File: src/rtl/alarm_pkg.sv
// Shared types for the alarm path: FSM state encoding, BCD digit type and mm:ss validity check.
package alarm_pkg;

    typedef enum logic [2:0] {
        ST_IDLE    = 3'd0,
        ST_SETTING = 3'd1,
        ST_ARMED   = 3'd2,
        ST_RINGING = 3'd3,
        ST_SNOOZE  = 3'd4
    } alarm_state_e;

    typedef logic [3:0] bcd_digit_t;

    // 1 when every digit is a legal BCD value and the seconds tens digit is 0..5.
    function automatic logic bcd_mmss_valid(input logic [15:0] mmss);
        bcd_digit_t m1;
        bcd_digit_t m0;
        bcd_digit_t s1;
        bcd_digit_t s0;
        m1 = mmss[15:12];
        m0 = mmss[11:8];
        s1 = mmss[7:4];
        s0 = mmss[3:0];
        return (m1 <= 4'd9) && (m0 <= 4'd9) && (s1 <= 4'd5) && (s0 <= 4'd9);
    endfunction

endpackage

File: src/rtl/sec_downcounter.sv
// 8-bit seconds down-counter: load, clear, decrement on tick; done flags the tick that sees a count of 1.
module sec_downcounter
    import alarm_pkg::*;
(
    input  logic       clk,
    input  logic       reset,
    input  logic       clear,
    input  logic       load,
    input  logic [7:0] load_val,
    input  logic       tick,
    output logic       done
);

    logic [7:0] cnt_r;

    // Count register; clear beats load beats decrement, and zero never wraps.
    always_ff @(posedge clk) begin
        if (!reset) begin
            cnt_r <= 8'd0;
        end else if (clear) begin
            cnt_r <= 8'd0;
        end else if (load) begin
            cnt_r <= load_val;
        end else if (tick && (cnt_r != 8'd0)) begin
            cnt_r <= cnt_r - 8'd1;
        end else begin
            cnt_r <= cnt_r;
        end
    end

    assign done = tick & (cnt_r == 8'd1);

endmodule

File: src/rtl/alarm_controller.sv
// Alarm sequencer: arms a committed mm:ss alarm, rings on match, handles snooze/dismiss/timeout.
// Optional ALARM_BLINK_EN makes the ring output pulse at 1 s on / 1 s off.
module alarm_controller
    import alarm_pkg::*;
#(
    parameter int unsigned RING_SECS   = 30,
    parameter int unsigned SNOOZE_SECS = 10,
    parameter int unsigned MAX_SNOOZE  = 3
) (
    input  logic        clk,
    input  logic        reset,
    input  logic        spdt2,
    input  logic        finish2,
    input  logic [15:0] alarm,
    input  logic [15:0] cur_time,
    input  logic        tick_1hz,
    input  logic        push_c,
    input  logic        push_u,
    output logic        ring,
    output logic        armed,
    output logic        alarm_err,
    output logic [2:0]  state,
    output logic [2:0]  snooze_left
);

    localparam logic [7:0] RING_LOAD   = 8'(RING_SECS);
    localparam logic [7:0] SNOOZE_LOAD = 8'(SNOOZE_SECS);
    localparam logic [2:0] SNOOZE_MAX  = 3'(MAX_SNOOZE);

    alarm_state_e state_r;
    alarm_state_e state_s;
    logic         finish2_q_r;
    logic         commit_s;
    logic [15:0]  alarm_q_r;
    logic         err_r;
    logic         err_s;
    logic [2:0]   left_r;
    logic [2:0]   left_s;
    logic         latch_s;
    logic         ring_load_s;
    logic         snz_load_s;
    logic         cnt_clr_s;
    logic         ring_done_s;
    logic         snz_done_s;
    logic         ring_tick_s;
    logic         snz_tick_s;
    logic         push_any_s;
    logic         match_s;
    logic         ring_r;
    logic         ring_s;
    logic         armed_r;
    logic         armed_s;

    assign commit_s   = finish2 & ~finish2_q_r;
    assign push_any_s = push_c | push_u;
    assign match_s    = tick_1hz & (cur_time == alarm_q_r);
    // A push in the same cycle swallows the tick, so counters only see unclaimed ticks.
    assign ring_tick_s = tick_1hz & ~push_any_s & (state_r == ST_RINGING);
    assign snz_tick_s  = tick_1hz & ~push_any_s & (state_r == ST_SNOOZE);

    sec_downcounter u_ring_cnt (
        .clk      (clk),
        .reset    (reset),
        .clear    (cnt_clr_s),
        .load     (ring_load_s),
        .load_val (RING_LOAD),
        .tick     (ring_tick_s),
        .done     (ring_done_s)
    );

    sec_downcounter u_snz_cnt (
        .clk      (clk),
        .reset    (reset),
        .clear    (cnt_clr_s),
        .load     (snz_load_s),
        .load_val (SNOOZE_LOAD),
        .tick     (snz_tick_s),
        .done     (snz_done_s)
    );

    // Next-state and side-effect decode for the alarm FSM.
    always_comb begin
        state_s     = state_r;
        err_s       = err_r;
        left_s      = left_r;
        latch_s     = 1'b0;
        ring_load_s = 1'b0;
        snz_load_s  = 1'b0;
        cnt_clr_s   = 1'b0;
        if ((state_r != ST_IDLE) && spdt2) begin
            state_s   = ST_SETTING;
            cnt_clr_s = 1'b1;
        end else begin
            case (state_r)
                ST_IDLE: begin
                    if (spdt2) begin
                        state_s = ST_SETTING;
                    end else begin
                        state_s = ST_IDLE;
                    end
                end
                ST_SETTING: begin
                    if (commit_s) begin
                        if (!bcd_mmss_valid(alarm)) begin
                            state_s = ST_IDLE;
                            err_s   = 1'b1;
                        end else begin
                            state_s = ST_ARMED;
                            err_s   = 1'b0;
                            latch_s = 1'b1;
                            left_s  = SNOOZE_MAX;
                        end
                    end else begin
                        state_s = ST_IDLE;
                    end
                end
                ST_ARMED: begin
                    if (match_s) begin
                        state_s     = ST_RINGING;
                        ring_load_s = 1'b1;
                    end else begin
                        state_s = ST_ARMED;
                    end
                end
                ST_RINGING: begin
                    if (push_c) begin
                        state_s = ST_ARMED;
                        left_s  = SNOOZE_MAX;
                    end else if (push_u && (left_r != 3'd0)) begin
                        state_s    = ST_SNOOZE;
                        snz_load_s = 1'b1;
                        left_s     = left_r - 3'd1;
                    end else if (push_u) begin
                        state_s = ST_ARMED;
                        left_s  = SNOOZE_MAX;
                    end else if (ring_done_s) begin
                        state_s = ST_ARMED;
                        left_s  = SNOOZE_MAX;
                    end else begin
                        state_s = ST_RINGING;
                    end
                end
                ST_SNOOZE: begin
                    if (push_c) begin
                        state_s = ST_ARMED;
                        left_s  = SNOOZE_MAX;
                    end else if (snz_done_s) begin
                        state_s     = ST_RINGING;
                        ring_load_s = 1'b1;
                    end else begin
                        state_s = ST_SNOOZE;
                    end
                end
                default: begin
                    state_s   = ST_IDLE;
                    cnt_clr_s = 1'b1;
                end
            endcase
        end
    end

    assign armed_s = (state_s == ST_ARMED) || (state_s == ST_RINGING) || (state_s == ST_SNOOZE);

`ifdef ALARM_BLINK_EN
    logic blink_r;
    logic blink_s;

    // Blink phase: zeroed on entry to RINGING so the first ring second is audible.
    always_comb begin
        if (ring_load_s) begin
            blink_s = 1'b0;
        end else if (tick_1hz) begin
            blink_s = ~blink_r;
        end else begin
            blink_s = blink_r;
        end
    end

    // Blink phase register.
    always_ff @(posedge clk) begin
        if (!reset) begin
            blink_r <= 1'b0;
        end else begin
            blink_r <= blink_s;
        end
    end

    assign ring_s = (state_s == ST_RINGING) & ~blink_s;
`else
    assign ring_s = (state_s == ST_RINGING);
`endif

    // State, alarm latch, status and registered output flops.
    always_ff @(posedge clk) begin
        if (!reset) begin
            state_r     <= ST_IDLE;
            finish2_q_r <= 1'b0;
            alarm_q_r   <= 16'h0000;
            err_r       <= 1'b0;
            left_r      <= SNOOZE_MAX;
            ring_r      <= 1'b0;
            armed_r     <= 1'b0;
        end else begin
            state_r     <= state_s;
            finish2_q_r <= finish2;
            if (latch_s) begin
                alarm_q_r <= alarm;
            end else begin
                alarm_q_r <= alarm_q_r;
            end
            err_r       <= err_s;
            left_r      <= left_s;
            ring_r      <= ring_s;
            armed_r     <= armed_s;
        end
    end

    assign ring        = ring_r;
    assign armed       = armed_r;
    assign alarm_err   = err_r;
    assign state       = state_r;
    assign snooze_left = left_r;

endmodule

File: config.mk
export PLATFORM = sky130hd
export DESIGN_NAME = alarm_controller
export DESIGN_NICKNAME = d
export VERILOG_FILES = /design/src/rtl/alarm_pkg.sv /design/src/rtl/sec_downcounter.sv /design/src/rtl/alarm_controller.sv
export SDC_FILE = /design/constraint.sdc
export NUM_CORES = 1
export LEC_CHECK = 0
export ABC_AREA = 1
export BUFFER_PORTS_ARGS = -buffer_cell sky130_fd_sc_hd__buf_2
export CORE_ASPECT_RATIO = 2
export CORE_MARGIN = 5
export CORE_UTILIZATION = 50
export DETAILED_ROUTE_END_ITERATION = 10
export PLACE_DENSITY_LB_ADDON = 0.3
export SETUP_SLACK_MARGIN = 0.4
export SYNTH_ARGS = -nofsm -noshare
export SYNTH_HDL_FRONTEND = slang
export SYNTH_SLANG_ARGS = --single-unit
File: constraint.sdc
create_clock -name clk -period 3.35 [get_ports clk]
set_input_delay 0.1675 -clock clk [delete_from_list [all_inputs] [get_ports clk]]
set_output_delay 0.1675 -clock clk [all_outputs]
set_load 0.005 [all_outputs]
==> results.txt <==
Commonest cells after routing, fill and taps aside: nand2_1 (85), inv_1 (65), buf_2 (47)
Worst path cell trace: inv_1 -> ha_1 -> ha_1 -> nand3b_1 -> nor2_2 -> inv_2 -> or2_0 -> nand4_1 -> nand2_1 -> nor2_1
Total global-route track usage: 18.26%
Syn Std Cell Area: 2427 um^2
Max Buffers Root-to-Sink: 2
Number of detailed-routing iterations run before antenna repair: 4
Post-DP Area: 2706 um^2
Post-synthesis instance total: 368
Via-to-Cell Ratio: 5.046
Layout Utilization: 58.33%
Slew Viols, Final: 0
FF-to-FF setup slack: 1650 ps
CP top delay family: simple AND/OR/NAND/NOR gates
Hold Vio Cnt, Final: 0
Number of CTS-inserted buffers: 5
Most common cell after layout, fill and taps aside: nand2_1
Mapped Nets: 413
H-tree levels: 2
Post-synth EDFFs: 0
Yosys warns: 0
Initial drt markers: 73
Clock Sinks: 42
Reg2Reg Depth: 10
Worst R2R Start: snooze_left[0]
CTS tree: done
Boundary pin count: 48
RSZ-0062 raised after global routing: no
Final Skew: 10.70 ps
GRT overflow: 0
Largest net degree at the start of global routing: 29
Tightest Pin Transition: 382.6 ps
CTS hold repair buffers: 0
Async set-reset flop share out of synthesis: 0%
DRT Wirelength: 5308 um
Root buffer cell: clkbuf_8
Port buffer count: 47
Crit Reg-Reg Endpoint: snooze_left[2]
CP most frequent cell: ha_1
Vias post-DR: 2397
Final Power: 895.2 uW
Cell count along the critical path: 10
Final #Nets: 463
CTS clk-pin slew, worst paths: 80 ps
CP Buf/Inv Count: 2
First-pass GRT wire length: 9225 um
Worst hold slack: 77.42 ps
Outcome: finished, final reports clean
Chip height: 108.5 um
Die Width: 59.27 um
Postcts setup bufs: 0
Worst path slowest cell: dfxtp_1
Synth Flop Type: dfxtp_1
Max stage delay on crit path: 350 ps
P per Cell Area: 321.4 nW/um^2
Share of layout cells above drive strength 1: 20.10%
Critical Path AT: 1930 ps
Final Cell Area: 2785 um^2
Syn_area_per_cell: 6.596 um^2
Critical Path Source Type: flop
Final cycle utilization of the critical path: 50.84%
Post-synthesis sequential area ratio: 34.64%
CP Launch Point: snooze_left[0]
Critical Path End: snooze_left[2]
Placeable Area: 4775 um^2
Worst Setup Path Type: flop to flop
Post-route DRC: 0
Starting density of the core: 50.84%
CP endpoint kind: flop
Yosys reg bits: 42
Worst path required time: 3580 ps
Number of global-route vias before repair: 2241
ANT nets after route: 0
VDD IR-drop max: 338.0 uV
WL/cell: 11.17 um
Ant. Diodes: 0
Setup violations, final: 0
Initial antenna violation count: 0
Placer congestion estimate: 0.8785
Hold_sp: finish2
Pleak: 0.001396 uW
Slew margin rel.: 74.50%
Area grow syn2layout: 14.74%
Post-DP HPWL: 4185 um
Latest clock arrival within the worst-skew pair: 290 ps
Row cnt: 36
Die footprint: 6432 um^2
Worst min path class: input pin to flop
Max-Cap Viols: 0
Distinct cells, synth: 35
F_max: 587.2 MHz
Fin crit period: 1703 ps
Crit-path max FO: 4
Post-cts resize count: 0
Setup TNS: 0 ps
-- through the flow --
| step | setup WS, ps | cells |
|---|---|---|
| after floorplan | 1808 | 368 |
| after global placement | 1784 | 468 |
| after detailed placement | 1686 | 468 |
| after CTS | 1683 | 475 |
| after global routing | 1530 | 475 |
| final | 1647 | 475 |
-- state kept, by name (all words and copies together) (netlist names) --
name and count:
alarm_err 1, ring 1, finish2_q_r 1, u_ring_cnt.cnt_r 8
snooze_left 3, u_snz_cnt.cnt_r 8, armed 1, alarm_q_r 16
state 3
-- logic make-up after synthesis --
| kind of cell | count (synthesis) | share of synthesized area [%] |
|---|---|---|
| compound gates | 57 | 12.73 |
| xor+xnor | 10 | 3.608 |
| fa+ha+maj | 6 | 3.093 |
| buf+inv | 76 | 12.27 |
| flops | 42 | 34.64 |
| simple gates | 177 | 33.66 |
-- worst reg2reg max path, cell delays in order (launching register included) --
cell and delay, ps:
dfxtp_1 350, inv_1 70, ha_1 200, ha_1 170, nand3b_1 190, nor2_2 160
inv_2 70, or2_0 220, nand4_1 110, nand2_1 60, nor2_1 70
-- how the worst min path moves through the flow --
| stage | end | slack (ps) | depth (start not counted) |
|---|---|---|---|
| finish | finish2_q_r | 80 | 3 |
| global route | alarm_q_r[12] | 90 | 3 |
| CTS | finish2_q_r | 60 | 3 |
| detailed placement | finish2_q_r | 370 | 3 |
| global placement | finish2_q_r | 360 | 3 |
| floorplan | finish2_q_r | 260 | 2 |
-- cells in the mapped netlist (2+ instances only) --
cell      number  area, um^2
inv_1         65       244.0
or2_2          2       12.51
nor2_2         6       37.54
nand4_1        7       43.79
ha_1           6       75.07
a21oi_2        4       35.03
dfxtp_1       42       840.8
inv_2          7       26.28
nor3_1         4       20.02
o21ai_1       10       50.05
o21ai_0       14       70.07
nand3_1       17       85.08
xnor2_1        4       35.03
nand2_2        5       31.28
nand3b_1       2       15.01
xor2_1         6       52.55
a21oi_1       26       130.1
nand2_1       85       319.1
nor2_1        40       150.1
-- layer usage --
| metal | global-route usage (%) | vias up | part of all wire, % |
|---|---|---|---|
| met5 | 0 | - | 0 |
| met4 | 9.238 | 0 | 2.3 |
| met3 | 2.987 | 10 | 5.4 |
| met2 | 29.97 | 63 | 49 |
| met1 | 22.23 | 1074 | 44 |
| li1 | - | 1250 | - |
-- report_power, final --
group / switching (uW) / internal, uW / leakage, uW
sequential: 2.96 / 503 / 0.000339
combinational: 48.1 / 34.6 / 0.00101
clock: 167 / 140 / 0.0000438
total: 218 / 677 / 0.00140
-- final cells by class --
type	count	area (um^2)
fillers	504	1989
multi-input cells	250	1289
flip-flops and latches	42	840.8
inverters	72	270.3
repair buffers	47	235.2
well taps	57	71.32
clock buffers	5	68.82
clock inverters	2	10.01
(Power assumes the default switching activity.)
